==> config.mk <==
export PLATFORM = sky130hd
export DESIGN_NAME = reset_seq_lx45
export DESIGN_NICKNAME = d
export VERILOG_FILES = /design/src/rtl/ff_pkg.sv /design/src/rtl/sync_debounce.sv /design/src/rtl/reset_seq_lx45.sv
export SDC_FILE = /design/constraint.sdc
export NUM_CORES = 1
export LEC_CHECK = 0
export ABC_AREA = 1
export BUFFER_PORTS_ARGS = -buffer_cell sky130_fd_sc_hd__buf_2
export CAP_MARGIN = 30
export CORE_MARGIN = 2
export CORE_UTILIZATION = 60
export DETAILED_ROUTE_END_ITERATION = 8
export GPL_TIMING_DRIVEN = 0
export PLACE_DENSITY = 0.79
export RECOVER_POWER = 100
export REMOVE_ABC_BUFFERS = 1
export SKIP_LAST_GASP = 1
export SYNTH_ARGS = -nofsm -noshare
export SYNTH_HDL_FRONTEND = slang
export SYNTH_SLANG_ARGS = --single-unit
==> constraint.sdc <==
create_clock -name sysclk -period 1.8 [get_ports sysclk]
set_input_delay 0.09 -clock sysclk [delete_from_list [all_inputs] [get_ports sysclk]]
set_output_delay 0.09 -clock sysclk [all_outputs]
set_load 0.02 [all_outputs]
==> src/rtl/ff_pkg.sv <==
// Shared definitions for the LX45 reset sequencer: FSM state encodings,
// retry counter width and the counter-width helper.
package ff_pkg;

    localparam int STATE_W = 3;
    localparam int RETRY_W = 4;
    localparam logic [RETRY_W-1:0] RETRY_MAX = '1;

    typedef enum logic [STATE_W-1:0] {
        ST_PLL_RST   = 3'd0,
        ST_WAIT_LOCK = 3'd1,
        ST_STABLE    = 3'd2,
        ST_RUN       = 3'd3,
        ST_HOLD      = 3'd4
    } state_e;

    // Width of a counter running 0..n-1; a 1-cycle count still needs one bit.
    function automatic int cnt_w(input int n);
        return (n < 2) ? 1 : $clog2(n);
    endfunction

endpackage

==> src/rtl/sync_debounce.sv <==
// Two-flop synchroniser plus debouncer for a raw board switch; emits a
// one-cycle pulse when the debounced level rises.
module sync_debounce
    import ff_pkg::*;
#(
    parameter int DEBOUNCE_CYCLES = 65536
) (
    input  logic i_clk,
    input  logic i_rst_n,
    input  logic i_raw,
    output logic o_press
);

    localparam int DB_W = cnt_w(DEBOUNCE_CYCLES);
    localparam logic [DB_W-1:0] DB_LAST = DB_W'(DEBOUNCE_CYCLES - 1);

    logic [1:0]      r_sync;
    logic [DB_W-1:0] r_cnt;
    logic            r_level;
    logic            r_press;
    logic            w_sync;

    assign w_sync  = r_sync[1];
    assign o_press = r_press;

    // NOTE: sequential state is updated with <= only, so every flop samples
    // pre-edge values regardless of statement order.
    always_ff @(posedge i_clk or negedge i_rst_n) begin
        if (!i_rst_n) begin
            r_sync  <= '0;
            r_cnt   <= '0;
            r_level <= 1'b0;
            r_press <= 1'b0;
        end else begin
            r_sync  <= {r_sync[0], i_raw};
            r_press <= 1'b0;
            if (w_sync == r_level) begin
                r_cnt <= '0;
            end else if (r_cnt == DB_LAST) begin
                // DEBOUNCE_CYCLES consecutive samples disagreed with the held level.
                r_level <= w_sync;
                r_press <= w_sync;
                r_cnt   <= '0;
            end else begin
                r_cnt <= r_cnt + 1'b1;
            end
        end
    end

endmodule

==> src/rtl/reset_seq_lx45.sv <==
// Power-on / PLL reset sequencer for the LX45 board. Define LOCK_TIMEOUT_EN
// to bound WAIT_LOCK by LOCK_TIMEOUT cycles and count retries on retry_cnt.
module reset_seq_lx45
    import ff_pkg::*;
#(
    parameter int PLL_RST_CYCLES     = 4,
    parameter int LOCK_STABLE_CYCLES = 1024,
    parameter int DEBOUNCE_CYCLES    = 65536,
    parameter int HOLD_CYCLES        = 256,
    parameter int LOCK_TIMEOUT       = 100000
) (
    input  logic               sysclk,
    input  logic               reset_n,
    input  logic               pll_locked,
    input  logic               button,
    output logic               dcm_reset,
    output logic               reset,
    output logic [STATE_W-1:0] state,
    output logic [RETRY_W-1:0] retry_cnt
);

    localparam int PLL_W    = cnt_w(PLL_RST_CYCLES);
    localparam int STABLE_W = cnt_w(LOCK_STABLE_CYCLES);
    localparam int HOLD_W   = cnt_w(HOLD_CYCLES);

    localparam logic [PLL_W-1:0]    PLL_LAST    = PLL_W'(PLL_RST_CYCLES - 1);
    localparam logic [STABLE_W-1:0] STABLE_LAST = STABLE_W'(LOCK_STABLE_CYCLES - 1);
    localparam logic [HOLD_W-1:0]   HOLD_LAST   = HOLD_W'(HOLD_CYCLES - 1);

    if (PLL_RST_CYCLES < 1 || LOCK_STABLE_CYCLES < 1 || DEBOUNCE_CYCLES < 1 ||
        HOLD_CYCLES < 1 || LOCK_TIMEOUT < 1) begin : g_bad_param
        $error("reset_seq_lx45: every cycle parameter must be at least 1");
    end

    logic [1:0]          r_rst_sync;
    logic                w_rst_n;
    logic [1:0]          r_lock_sync;
    logic                w_lock;
    logic                w_press;
    logic                w_timeout;
    state_e              r_state;
    state_e              w_next;
    logic                r_dcm_reset;
    logic                r_reset;
    logic [PLL_W-1:0]    r_pll_cnt;
    logic [STABLE_W-1:0] r_stable_cnt;
    logic [HOLD_W-1:0]   r_hold_cnt;

    // Reset asserts asynchronously but releases two sysclk edges later.
    always_ff @(posedge sysclk or negedge reset_n) begin
        if (!reset_n) r_rst_sync <= '0;
        else          r_rst_sync <= {r_rst_sync[0], 1'b1};
    end
    assign w_rst_n = r_rst_sync[1];

    // A PLL held in reset reports stale LOCKED, so the synchroniser is
    // flushed while dcm_reset is high and lock is re-qualified afterwards.
    always_ff @(posedge sysclk or negedge w_rst_n) begin
        if (!w_rst_n)         r_lock_sync <= '0;
        else if (r_dcm_reset) r_lock_sync <= '0;
        else                  r_lock_sync <= {r_lock_sync[0], pll_locked};
    end
    assign w_lock = r_lock_sync[1];

    sync_debounce #(
        .DEBOUNCE_CYCLES(DEBOUNCE_CYCLES)
    ) u_button (
        .i_clk  (sysclk),
        .i_rst_n(w_rst_n),
        .i_raw  (button),
        .o_press(w_press)
    );

    // NOTE: w_next gets a default before the case so no path leaves it
    // unassigned, which would otherwise infer a latch.
    always_comb begin
        w_next = ST_PLL_RST;
        case (r_state)
            ST_PLL_RST:   w_next = (r_pll_cnt == PLL_LAST) ? ST_WAIT_LOCK : ST_PLL_RST;
            ST_WAIT_LOCK: begin
                if (w_lock)         w_next = ST_STABLE;
                else if (w_timeout) w_next = ST_PLL_RST;
                else                w_next = ST_WAIT_LOCK;
            end
            ST_STABLE: begin
                if (!w_lock)                          w_next = ST_WAIT_LOCK;
                else if (r_stable_cnt == STABLE_LAST) w_next = ST_RUN;
                else                                  w_next = ST_STABLE;
            end
            ST_RUN: begin
                // Lock loss outranks a press landing in the same cycle.
                if (!w_lock)      w_next = ST_PLL_RST;
                else if (w_press) w_next = ST_HOLD;
                else              w_next = ST_RUN;
            end
            ST_HOLD: begin
                if (!w_lock)                     w_next = ST_PLL_RST;
                else if (r_hold_cnt == HOLD_LAST) w_next = ST_RUN;
                else                             w_next = ST_HOLD;
            end
            default:      w_next = ST_PLL_RST;
        endcase
    end

    // Outputs decode w_next so they change on the same edge as the state.
    always_ff @(posedge sysclk or negedge w_rst_n) begin
        if (!w_rst_n) begin
            r_state      <= ST_PLL_RST;
            r_dcm_reset  <= 1'b1;
            r_reset      <= 1'b1;
            r_pll_cnt    <= '0;
            r_stable_cnt <= '0;
            r_hold_cnt   <= '0;
        end else begin
            r_state      <= w_next;
            r_dcm_reset  <= (w_next == ST_PLL_RST);
            r_reset      <= (w_next != ST_RUN);
            r_pll_cnt    <= (r_state == ST_PLL_RST && w_next == ST_PLL_RST) ? r_pll_cnt + 1'b1 : '0;
            r_stable_cnt <= (r_state == ST_STABLE && w_next == ST_STABLE) ? r_stable_cnt + 1'b1 : '0;
            r_hold_cnt   <= (r_state == ST_HOLD && w_next == ST_HOLD) ? r_hold_cnt + 1'b1 : '0;
        end
    end

`ifdef LOCK_TIMEOUT_EN
    localparam int TO_W = cnt_w(LOCK_TIMEOUT);
    localparam logic [TO_W-1:0] TO_LAST = TO_W'(LOCK_TIMEOUT - 1);

    logic [TO_W-1:0]    r_timeout_cnt;
    logic [RETRY_W-1:0] r_retry_cnt;

    assign w_timeout = (r_state == ST_WAIT_LOCK) && (r_timeout_cnt == TO_LAST);

    always_ff @(posedge sysclk or negedge w_rst_n) begin
        if (!w_rst_n) begin
            r_timeout_cnt <= '0;
            r_retry_cnt   <= '0;
        end else begin
            r_timeout_cnt <= (r_state == ST_WAIT_LOCK && w_next == ST_WAIT_LOCK) ?
                             r_timeout_cnt + 1'b1 : '0;
            if (r_state == ST_WAIT_LOCK && w_next == ST_PLL_RST && r_retry_cnt != RETRY_MAX)
                r_retry_cnt <= r_retry_cnt + 1'b1;
        end
    end
    assign retry_cnt = r_retry_cnt;
`else
    assign w_timeout = 1'b0;
    assign retry_cnt = '0;
`endif

    assign dcm_reset = r_dcm_reset;
    assign reset     = r_reset;
    assign state     = r_state;

endmodule

======== After elaboration in Yosys (flattened, before gate mapping) ========
Cells that the tools add are included.
operators by class
  eq/ne operators ......................... 12
  add/subtract/negate cells ............... 4
  reductions and logical operators ........ 6
  bitwise gates (word level) .............. 1
  multiplexer cells ....................... 17
operator list
  kind                     count
  $mux W16                 2
  $add A16 B1 Y16 const B  1
  $eq A16 B16 Y1 const B   1
  $pmux W3 S5              1
  $mux W3                  4
  $add A10 B1 Y10 const B  1
  $eq A10 B10 Y1 const B   1
  $mux W10                 1
  $eq A3 B2 Y1 const B     3
  $add A8 B1 Y8 const B    1
  $eq A8 B8 Y1 const B     1
  $mux W2                  4
  $mux W8                  1
  $eq A3 B3 Y1 const B     2
  $logic_not A3 Y1         2
  $mux W1                  4
  $eq A3 B1 Y1 const B     1
  $logic_and A1 B1 Y1      3
  $ne A3 B2 Y1 const B     1
  $add A2 B1 Y2 const B    1
  $eq A2 B2 Y1 const B     1
  $reduce_and A2 Y1        1
  $eq A1 B1 Y1             1
  $not A1 Y1               1
storage, ports and cells
  output and inout bits ................... 9
  input port bits ......................... 4
  bits in registers ....................... 49

======== Depth between registers and ports, before layout ========
Gate-level depths: netlist of the first run.
  depth in word-level cells ............... 7
  depth in mapped cells ................... 9
  depth with buffers taken out ............ 9

======== Cells and area by module ========
A second synthesis of the first run with hierarchy kept.
unflattened totals
  cells, all modules ...................... 266
  area total of the unflattened synthesis .. 2364.8 sq um
by module, submodules not included
  module          cells each  area an instance (sq um)  instances
  reset_seq_lx45  150         1348.8                    1
  sync_debounce   116         1016.0                    1

======== Worst setup path after synthesis of the first run ========
OpenSTA, ideal clock, no wires.
  path kind ............................... register -> register
  start point ............................. reg u_button.r_cnt[0]
  end point ............................... reg u_button.r_cnt[7]
  arrival time ............................ 1239 ps
  period minus slack after synthesis ...... 1362 ps
  required time ........................... 1677 ps
  library setup time ...................... 123 ps
  stages on the path, launching flop included .. 9
  buffers on the path ..................... 0
  setup slack ............................. 438 ps
  path through ............................ dfrtp_1 ha_1 nand2_1 nor2_4 nand3_2 nor2_4 nand3_4 nand2_4 nor3_1
on the way
  cells in the longest elaborated chain, start to end .. 3
  elaborated cells on any way between the ends .. 4
  classes of those cells .................. add/sub: 1; eq/ne: 1; mux: 2
ends and longest elaborated chain
  what                                                      line                                      source
  start, declared                                           sync_debounce.sv:18                       logic [DB_W-1:0] r_cnt;
  start signal, assigned                                    sync_debounce.sv:45                       r_cnt <= r_cnt + 1'b1;
  $add A16 B1 Y16 / $eq A16 B16 Y1 (equally long branches)  sync_debounce.sv:45, sync_debounce.sv:39
  $mux W16 (*)                                              sync_debounce.sv:39                       end else if (r_cnt == DB_LAST) begin
  $mux W16 (*)                                              sync_debounce.sv:37                       if (w_sync == r_level) begin
Every way passes the cells marked *; elsewhere a longest branch is shown, timed or not.
A chain may end at the register's enable or synchronous reset.

======== Final worst setup path of the first run ========
  start point ............................. reg u_button.r_cnt[0]
  end point ............................... reg u_button.r_cnt[13]
The elaborated chain is that of the path after synthesis.

==> results.py, run 1 <==
metrics = {
    "grt": {
        "antenna_found_initial": 0,
        "grt_usage_pct": 19.1,
        "grt-ovfl-total": 0,
        "grt_start_max_net_pins": 37,
        "grt_pass1_wl_um": 6340,
        "met3_usage_pct": 5.62,
        "busiest_layer": "met2",
        "grt_pass1_vias": 1591,
        "grt_use_met2_pct": 32.9,
        "met1_usage_pct": 22.5,
    },
    "timing": {
        "setup_ws_ns": 0.208,
        "rsz0062_at_grt": "false",
        "fin_worst_skew_ns": 0.0118,
        "clock.fmax_mhz": 628,
        "layout_min_cycle_time_ns": 1.59,
        "tightest_slew_ns": 0.851,
        "fin_setup_tns_ns": 0,
        "final.period_utilization_pct": 88.5,
        "setup_violations": 0,
        "report.final.slew_viol_count": 0,
        "final_hold_viol_count": 0,
        "slew_headroom_pct": 43.3,
    },
    "synth": {
        "synth-seq-area-share_pct": 52.8,
        "avgSynthCellArea_um2": 9.09,
        "synth.distinct_cells": 32,
        "syn-cell-area_um2": 2330,
        "ys_warn_count": 0,
        "syn_inst": 256,
        "ys_ff_latch": 49,
    },
    "layout": {
        "nets": 282,
        "fin_util_pct": 68.6,
        "antenna_cells": 0,
        "final_cell_area_um2": 2530,
        "syn_to_final_growth_pct": 8.76,
        "drive_gt1_share_pct": 8.73,
        "fillers": 299,
    },
    "power_and_ir_drop": {
        "p_comb_share_pct": 13.0,
        "ir_worst_vdd_v": 0.000585,
        "leakagePower_nw": 1.16,
        "power_density_nw_per_um2": 907,
        "p_clk_share_pct": 34.0,
        "p_int_w": 0.00168,
        "swShare_pct": 26.9,
        "switchingPower_w": 0.000618,
        "power_w": 0.00229,
        "pwr-share-seq_pct": 53.0,
    },
    "setup_path": {
        "r2r_start": "u_button.r_cnt[0]$_DFF_PN0_",
        "crit_path_end_kind": "flop",
        "worstPathArrival_ns": 1.78,
        "cp.required_ns": 1.99,
        "r2r-end": "u_button.r_cnt[13]$_DFF_PN0_",
        "reg2reg_depth": 8,
        "critPathKind": "flop to flop",
        "worstPathMaxFanout": 7,
        "cp-start-kind": "flop",
        "r2r_slack_ns": 0.21,
    },
    "floorplan": {
        "start_util_pct": 63.1,
        "ios": 13,
        "coreArea_um2": 3690,
        "die_area_um2": 4390,
        "die_y_um": 66.3,
        "dieWidth_um": 66.3,
        "num_rows": 22,
    },
    "run": {
        "max_cap_viol_count": 0,
    },
    "clock_network": {
        "insertion_delay_ns": 0.30,
        "cts_buffers": 5,
        "path_clk_slew_ns": 0.09,
        "root_buffer": "clkbuf_8",
        "cts.sinks": 49,
        "tritoncts": "built",
        "cts.htree.levels": 2,
        "cts_resized": 0,
        "clock_path_buffers": 2,
    },
    "drt": {
        "wl_um": 3580,
        "ant_nets": 0,
        "num_vias": 1598,
        "first_pass_iters": 4,
        "drt_iter0_drc": 105,
        "via_per_inst": 4.95,
        "drc": 0,
        "post_drt_wl_per_cell_um": 11.1,
    },
    "hold_path": {
        "hold_path_class": "input port to asynchronous set/reset pin",
    },
    "placed_design": {
        "portBuffers": 8,
        "hpwl_um": 2670,
        "post_dp_cell_area_um2": 2430,
        "pre_cts_slack_ns": 0.277,
        "gp_congestion": 0.851,
    },
    "outcome": {
        "status": "complete, no violations",
    },
}
## sequential cells by signal, indices dropped and copies added (netlist names)
signal and cells:
u_button.o_press 1, dcm_reset 1, r_hold_cnt 8, u_button.r_sync 2, r_rst_sync 2, r_stable_cnt 10, state 3, r_lock_sync 2
u_button.r_cnt 16, u_button.r_level 1, reset 1, r_pll_cnt 2
## area by class of cell
type | instances | area (µm²) | area share (%)
Clock buffer | 5 | 68.8 | 2.72
Clock inverter | 3 | 46.3 | 1.83
Inverter | 34 | 128 | 5.04
Multi-Input combinational cell | 172 | 932 | 36.8
Sequential cell | 49 | 1230 | 48.5
Tap cell | 48 | 60.1 | 2.37
Timing Repair Buffer | 12 | 67.6 | 2.67
## cell usage in the layout, fill, tap and decap left out, drive strengths merged
cell / instances
conb: 5
dfrtp: 47
nor2: 54
nor3b: 3
buf: 2
clkinvlp: 1
clkbuf: 12
dlygate4sd3: 3
xnor2: 4
nand2: 46
ha: 4
clkinv: 1
o21ai: 2
nand3b: 1
a21oi: 5
a31oi: 1
inv: 34
nand4: 6
xor2: 14
bufinv: 1
o21a: 1
a211oi: 1
nand3: 18
nor3: 7
dfstp: 2
## what timing repair did
item,in CTS,in global routing
buffers inserted,0,0
hold endpoints to repair,4,0
endpoints found under the setup margin,0,0
hold buffers,3,0
## cells by family (layout without fill, tap and decap cells)
logic type               Yosys count  after routing  share of synthesized area (%)
AND/OR/NAND/NOR                  135            135                           28.4
flip-flops                        49             49                           52.8
buffers and inverters             38             54                           6.77
XOR/XNOR                          18             18                           7.10
AO/OA/AOI/OAI                     10             10                           2.42
adder cells (fa/ha/maj)            4              4                           2.15
other                              2              5                          0.323
## power groups by stage
stage	combinational [W]	sequential, W	clock [W]
after floorplan	0.000200	0.00127	0
after global placement	0.000291	0.00125	0
after detailed placement	0.000322	0.00124	0
after CTS	0.000326	0.00122	0.000807
after global routing	0.000342	0.00123	0.000850
final	0.000299	0.00122	0.000781
## worst max-delay path, stage by stage, from the launching register on
cell     delay, ns
dfrtp_1       0.39
ha_1          0.18
nand2_1       0.10
nor2_4        0.16
nand3_2       0.14
nor2_4        0.16
nand3_4       0.11
nand2_2       0.16
nor2_1        0.07
## cells in the mapped netlist (all sizes together)
master  instances  area, µm²
inv            34        128
nand2          46        183
nand3b          1       7.51
nor3            7       61.3
buf             4       30.0
nor2           54        228
nand4           6       52.6
a211oi          1       7.51
conb            2       7.51
xnor2           4       35.0
dfrtp          47       1180
nand3          18        108
a31oi           1       6.26
nor3b           3       22.5
o21ai           2       10.0
xor2           14        130
o21a            1       7.51
dfstp           2       52.6
ha              4       50.1
a21oi           5       25.0
## metrics by stage
stage | hold WS [ns] | cells
after floorplan | -0.206 | 255
after detailed placement | -0.122 | 312
after CTS | 0.0859 | 323
after global placement | -0.125 | 311
after global routing | 0.0993 | 323
final | 0.0980 | 323
## worst max-delay path by stage
stage                                      startpoint                            to  slack (ns)  depth (start not counted)
after global placement        r_rst_sync[1]$_DFF_PN0_     r_stable_cnt[3]$_DFF_PN0_       -0.12                          0
after CTS                 u_button.r_cnt[0]$_DFF_PN0_  u_button.r_cnt[13]$_DFF_PN0_        0.24                          8
after global routing      u_button.r_cnt[0]$_DFF_PN0_   u_button.r_cnt[9]$_DFF_PN0_        0.07                          8
after floorplan               r_rst_sync[1]$_DFF_PN0_       r_hold_cnt[0]$_DFF_PN0_        0.34                          0
final                     u_button.r_cnt[0]$_DFF_PN0_  u_button.r_cnt[13]$_DFF_PN0_        0.21                          8
after detailed placement  u_button.r_cnt[0]$_DFF_PN0_   u_button.r_cnt[7]$_DFF_PN0_        0.28                          8
## per-layer routing
metal,routed length (µm),part of all wire [%]
met1,1610,45
met2,1810,51
met3,110,3.1
met4,47,1.3
met5,0,0
(Power assumes the default switching activity.)
==> inputs of run 2 (changes only) <==
--- a/config.mk
+++ b/config.mk
@@ -5,14 +5,12 @@
 export SDC_FILE = /design/constraint.sdc
 export NUM_CORES = 1
 export LEC_CHECK = 0
-export ABC_AREA = 1
 export BUFFER_PORTS_ARGS = -buffer_cell sky130_fd_sc_hd__buf_2
 export CAP_MARGIN = 30
-export CORE_MARGIN = 2
-export CORE_UTILIZATION = 60
+export CORE_UTILIZATION = 59
 export DETAILED_ROUTE_END_ITERATION = 8
 export GPL_TIMING_DRIVEN = 0
-export PLACE_DENSITY = 0.79
+export PLACE_DENSITY = 0.78
 export RECOVER_POWER = 100
 export REMOVE_ABC_BUFFERS = 1
 export SKIP_LAST_GASP = 1
==> constraint.sdc (replaced) <==
create_clock -name sysclk -period 1.8 [get_ports sysclk]
set_input_delay 0 -clock sysclk [delete_from_list [all_inputs] [get_ports sysclk]]
set_output_delay 0 -clock sysclk [all_outputs]
set_load 0.02 [all_outputs]
==> run 2 against run 1 <==
The flow now finishes with violations (negative setup slack). Cell area shrank 0.74%. Total power decreased by 3.7%. Clock skew down 0.0080 ns. Count of clock-buffer cells in the layout is 1 higher. Largest power group unchanged.
==> results.py, run 2 <==
metrics = {
    "synth": {
        "synth_top_area_share_pct": 53.0,
        "syn-cell-area_um2": 2220,
        "synth-seq-area-share_pct": 55.4,
        "synthAdderAreaFrac_pct": 2.26,
        "ys_warn_count": 0,
        "synthArstFlopShare_pct": 100,
        "synth_top_family_by_area": "simple AND/OR/NAND/NOR gates",
        "synth_compound_area_share_pct": 6.38,
        "ys_ff_latch": 49,
        "avgSynthCellArea_um2": 10.4,
        "synth-simple-area-share_pct": 22.9,
        "synth-xor-area-share_pct": 9.09,
        "synth_top_cell_by_area": "dfrtp_1",
        "synth_edf_count": 0,
        "yosys-mux-area-fraction_pct": 0.677,
        "synth_flop_cell": "dfrtp_1",
        "netlist_top_cells_area": "dfrtp_1, xnor2_1, nor2_1",
        "syn_inst": 213,
        "synth.most_common_cell": "dfrtp_1",
        "synth.distinct_cells": 39,
        "synth_commonest_cells": "dfrtp_1, nor2_1, nand2_1, xnor2_1, xor2_1",
    },
    "timing": {
        "whs_ns": 0.152,
        "setup_violations": 1,
        "layout_min_cycle_time_ns": 1.82,
        "slew_headroom_pct": 43.9,
        "setup_ws_ns": -0.0213,
        "report.final.slew_viol_count": 0,
        "tightest_slew_ns": 0.841,
        "fin_worst_skew_ns": 0.00380,
        "final.period_utilization_pct": 101,
        "rsz0062_at_grt": "true",
        "clock.fmax_mhz": 549,
        "final_hold_viol_count": 0,
    },
    "power_and_ir_drop": {
        "swShare_pct": 28.4,
        "p_clk_share_pct": 28.7,
        "ir_worst_vdd_v": 0.000597,
        "p_int_w": 0.00158,
        "p_comb_share_pct": 13.9,
        "pwr-share-seq_pct": 57.4,
        "power_density_nw_per_um2": 880,
        "switchingPower_w": 0.000629,
        "leakagePower_nw": 1.06,
    },
    "placed_design": {
        "post_dp_cell_area_um2": 2300,
        "gp_congestion": 0.746,
        "portBuffers": 8,
        "hpwl_um": 2620,
    },
    "layout": {
        "layout_commonest_cell": "dfrtp_1",
        "antenna_cells": 0,
        "drive_gt1_share_pct": 13.5,
        "final_cell_area_um2": 2510,
        "syn_to_final_growth_pct": 13.3,
        "fillers": 252,
        "largest_reg_flops": 16,
        "nets": 244,
        "top_regs": "u_button.r_cnt (16), r_stable_cnt (10), r_hold_cnt (8)",
        "largest_register": "u_button.r_cnt",
        "fin_util_pct": 72.4,
        "most-common-layout-cells": "dfrtp_1, nor2_1, xnor2_1",
    },
    "grt": {
        "grt_usage_pct": 22.7,
        "grt_pass1_wl_um": 6960,
        "grt-ovfl-total": 0,
        "grt_start_max_net_pins": 36,
        "antenna_found_initial": 0,
        "grt_pass1_vias": 1670,
    },
    "floorplan": {
        "die_y_um": 63.3,
        "num_rows": 21,
        "dieWidth_um": 63.3,
        "ios": 13,
        "coreArea_um2": 3470,
        "start_util_pct": 63.9,
        "die_area_um2": 4010,
    },
    "drt": {
        "num_vias": 1597,
        "drc": 0,
        "drt_iter0_drc": 123,
        "via_per_inst": 5.64,
        "first_pass_iters": 4,
        "post_drt_wl_per_cell_um": 14.3,
        "ant_nets": 0,
        "wl_um": 4040,
    },
    "setup_path": {
        "r2r-end": "u_button.r_level$_DFFE_PN0P_",
        "reg2reg_depth": 5,
        "worstPathMaxFanout": 6,
        "worstPathCellList": "ha_4 > nand2_4 > or4b_4 > or2_4 > mux2_4",
        "cp.required_ns": 2.00,
        "critPathKind": "flop to flop",
        "cpLargestDelayFamily": "simple AND/OR/NAND/NOR gates",
        "r2r_start": "u_button.r_cnt[1]$_DFF_PN0_",
        "worstPathArrival_ns": 2.02,
        "crit_path_end_kind": "flop",
        "crit_buf_inv": 0,
        "cp-start-kind": "flop",
        "max_stage_delay_ns": 0.53,
        "slowest_stage": "or4b_4",
        "r2r_slack_ns": -0.02,
    },
    "clock_network": {
        "cts.htree.levels": 2,
        "root_buffer": "clkbuf_8",
        "tritoncts": "built",
        "path_clk_slew_ns": 0.09,
        "clock_path_buffers": 2,
        "cts.sinks": 49,
        "insertion_delay_ns": 0.30,
        "cts_buffers": 5,
    },
    "outcome": {
        "violations": "negative setup slack",
        "status": "complete, but fails checks",
    },
    "hold_path": {
        "hold_path_class": "flop to asynchronous set/reset pin",
    },
    "run": {
        "max_cap_viol_count": 0,
    },
}
run 2: how the worst max path moves through the flow:
| stage | depth (start not counted) | startpoint | end | slack (ns) |
|---|---|---|---|---|
| after floorplan | 5 | u_button.r_cnt[0]$_DFF_PN0_ | u_button.r_cnt[2]$_DFF_PN0_ | -0.12 |
| after global placement | 5 | u_button.r_cnt[0]$_DFF_PN0_ | u_button.r_cnt[9]$_DFF_PN0_ | -0.40 |
| after detailed placement | 5 | u_button.r_cnt[0]$_DFF_PN0_ | u_button.r_cnt[7]$_DFF_PN0_ | -0.48 |
| after CTS | 5 | u_button.r_cnt[1]$_DFF_PN0_ | u_button.r_level$_DFFE_PN0P_ | -0.02 |
| after global routing | 5 | u_button.r_cnt[0]$_DFF_PN0_ | u_button.r_level$_DFFE_PN0P_ | -0.07 |
| final | 5 | u_button.r_cnt[1]$_DFF_PN0_ | u_button.r_level$_DFFE_PN0P_ | -0.02 |
run 2: power by group through the flow:
stage          logic (W)  clock network (W)  registers [W]
2_1_floorplan   0.000163                  0        0.00132
3_3_place_gp    0.000259                  0        0.00130
3_5_place_dp    0.000290                  0        0.00129
4_1_cts         0.000316           0.000656        0.00127
5_1_grt         0.000337           0.000699        0.00128
6_report        0.000306           0.000635        0.00127
run 2: cell type report:
| class | instances | area, µm² | share of cell area, % |
|---|---|---|---|
| well taps | 46 | 57.6 | 2.29 |
| clock inverters | 2 | 15.0 | 0.598 |
| repair buffers | 20 | 131 | 5.23 |
| flip-flops and latches | 49 | 1230 | 49.0 |
| clock buffers | 6 | 72.6 | 2.89 |
| multi-input cells | 154 | 983 | 39.1 |
| inverters | 6 | 22.5 | 0.896 |
run 2: metrics by stage:
stage          setup TNS, ns  total power (W)  cells  setup slack (ns)
2_1_floorplan          -1.46          0.00148    209            -0.122
3_3_place_gp           -7.27          0.00155    263            -0.403
3_5_place_dp           -5.79          0.00158    264            -0.481
4_1_cts              -0.0177          0.00224    283           -0.0177
5_1_grt              -0.0723          0.00231    283           -0.0723
6_report             -0.0213          0.00221    283           -0.0213
run 2: timing repair:
action | CTS | global route
resized for setup | 7 | 2
pin swaps | 3 | 2
buffers inserted | 7 | 0
endpoints found under the hold margin | 4 | 0
endpoints found under the setup margin | 17 | 14
hold buffers | 4 | 0
run 2: kinds of logic (layout without fill, tap and decap cells):
| logic type | after synthesis | count (layout) |
|---|---|---|
| and+or+nand+nor | 98 | 98 |
| DFF | 49 | 49 |
| AOI/OAI and AO/OA | 23 | 23 |
| xor gates and xnor gates | 23 | 23 |
| buffers and inverters | 13 | 34 |
| adders and majority gates | 4 | 4 |
| other | 2 | 5 |
| muxes | 1 | 1 |
run 2: worst register-to-register path, stage by stage, from the launching register on:
cell	delay, ns
dfrtp_1	0.40
ha_4	0.17
nand2_4	0.05
or4b_4	0.53
or2_4	0.27
mux2_4	0.29
run 2: metal layers:
layer	GRT usage (%)	part of all wire (%)	vias up
li1	-	-	771
met1	25.1	42	787
met2	39.8	52	28
met3	6.34	3.7	11
met4	11.4	2.4	0
met5	0	0	-
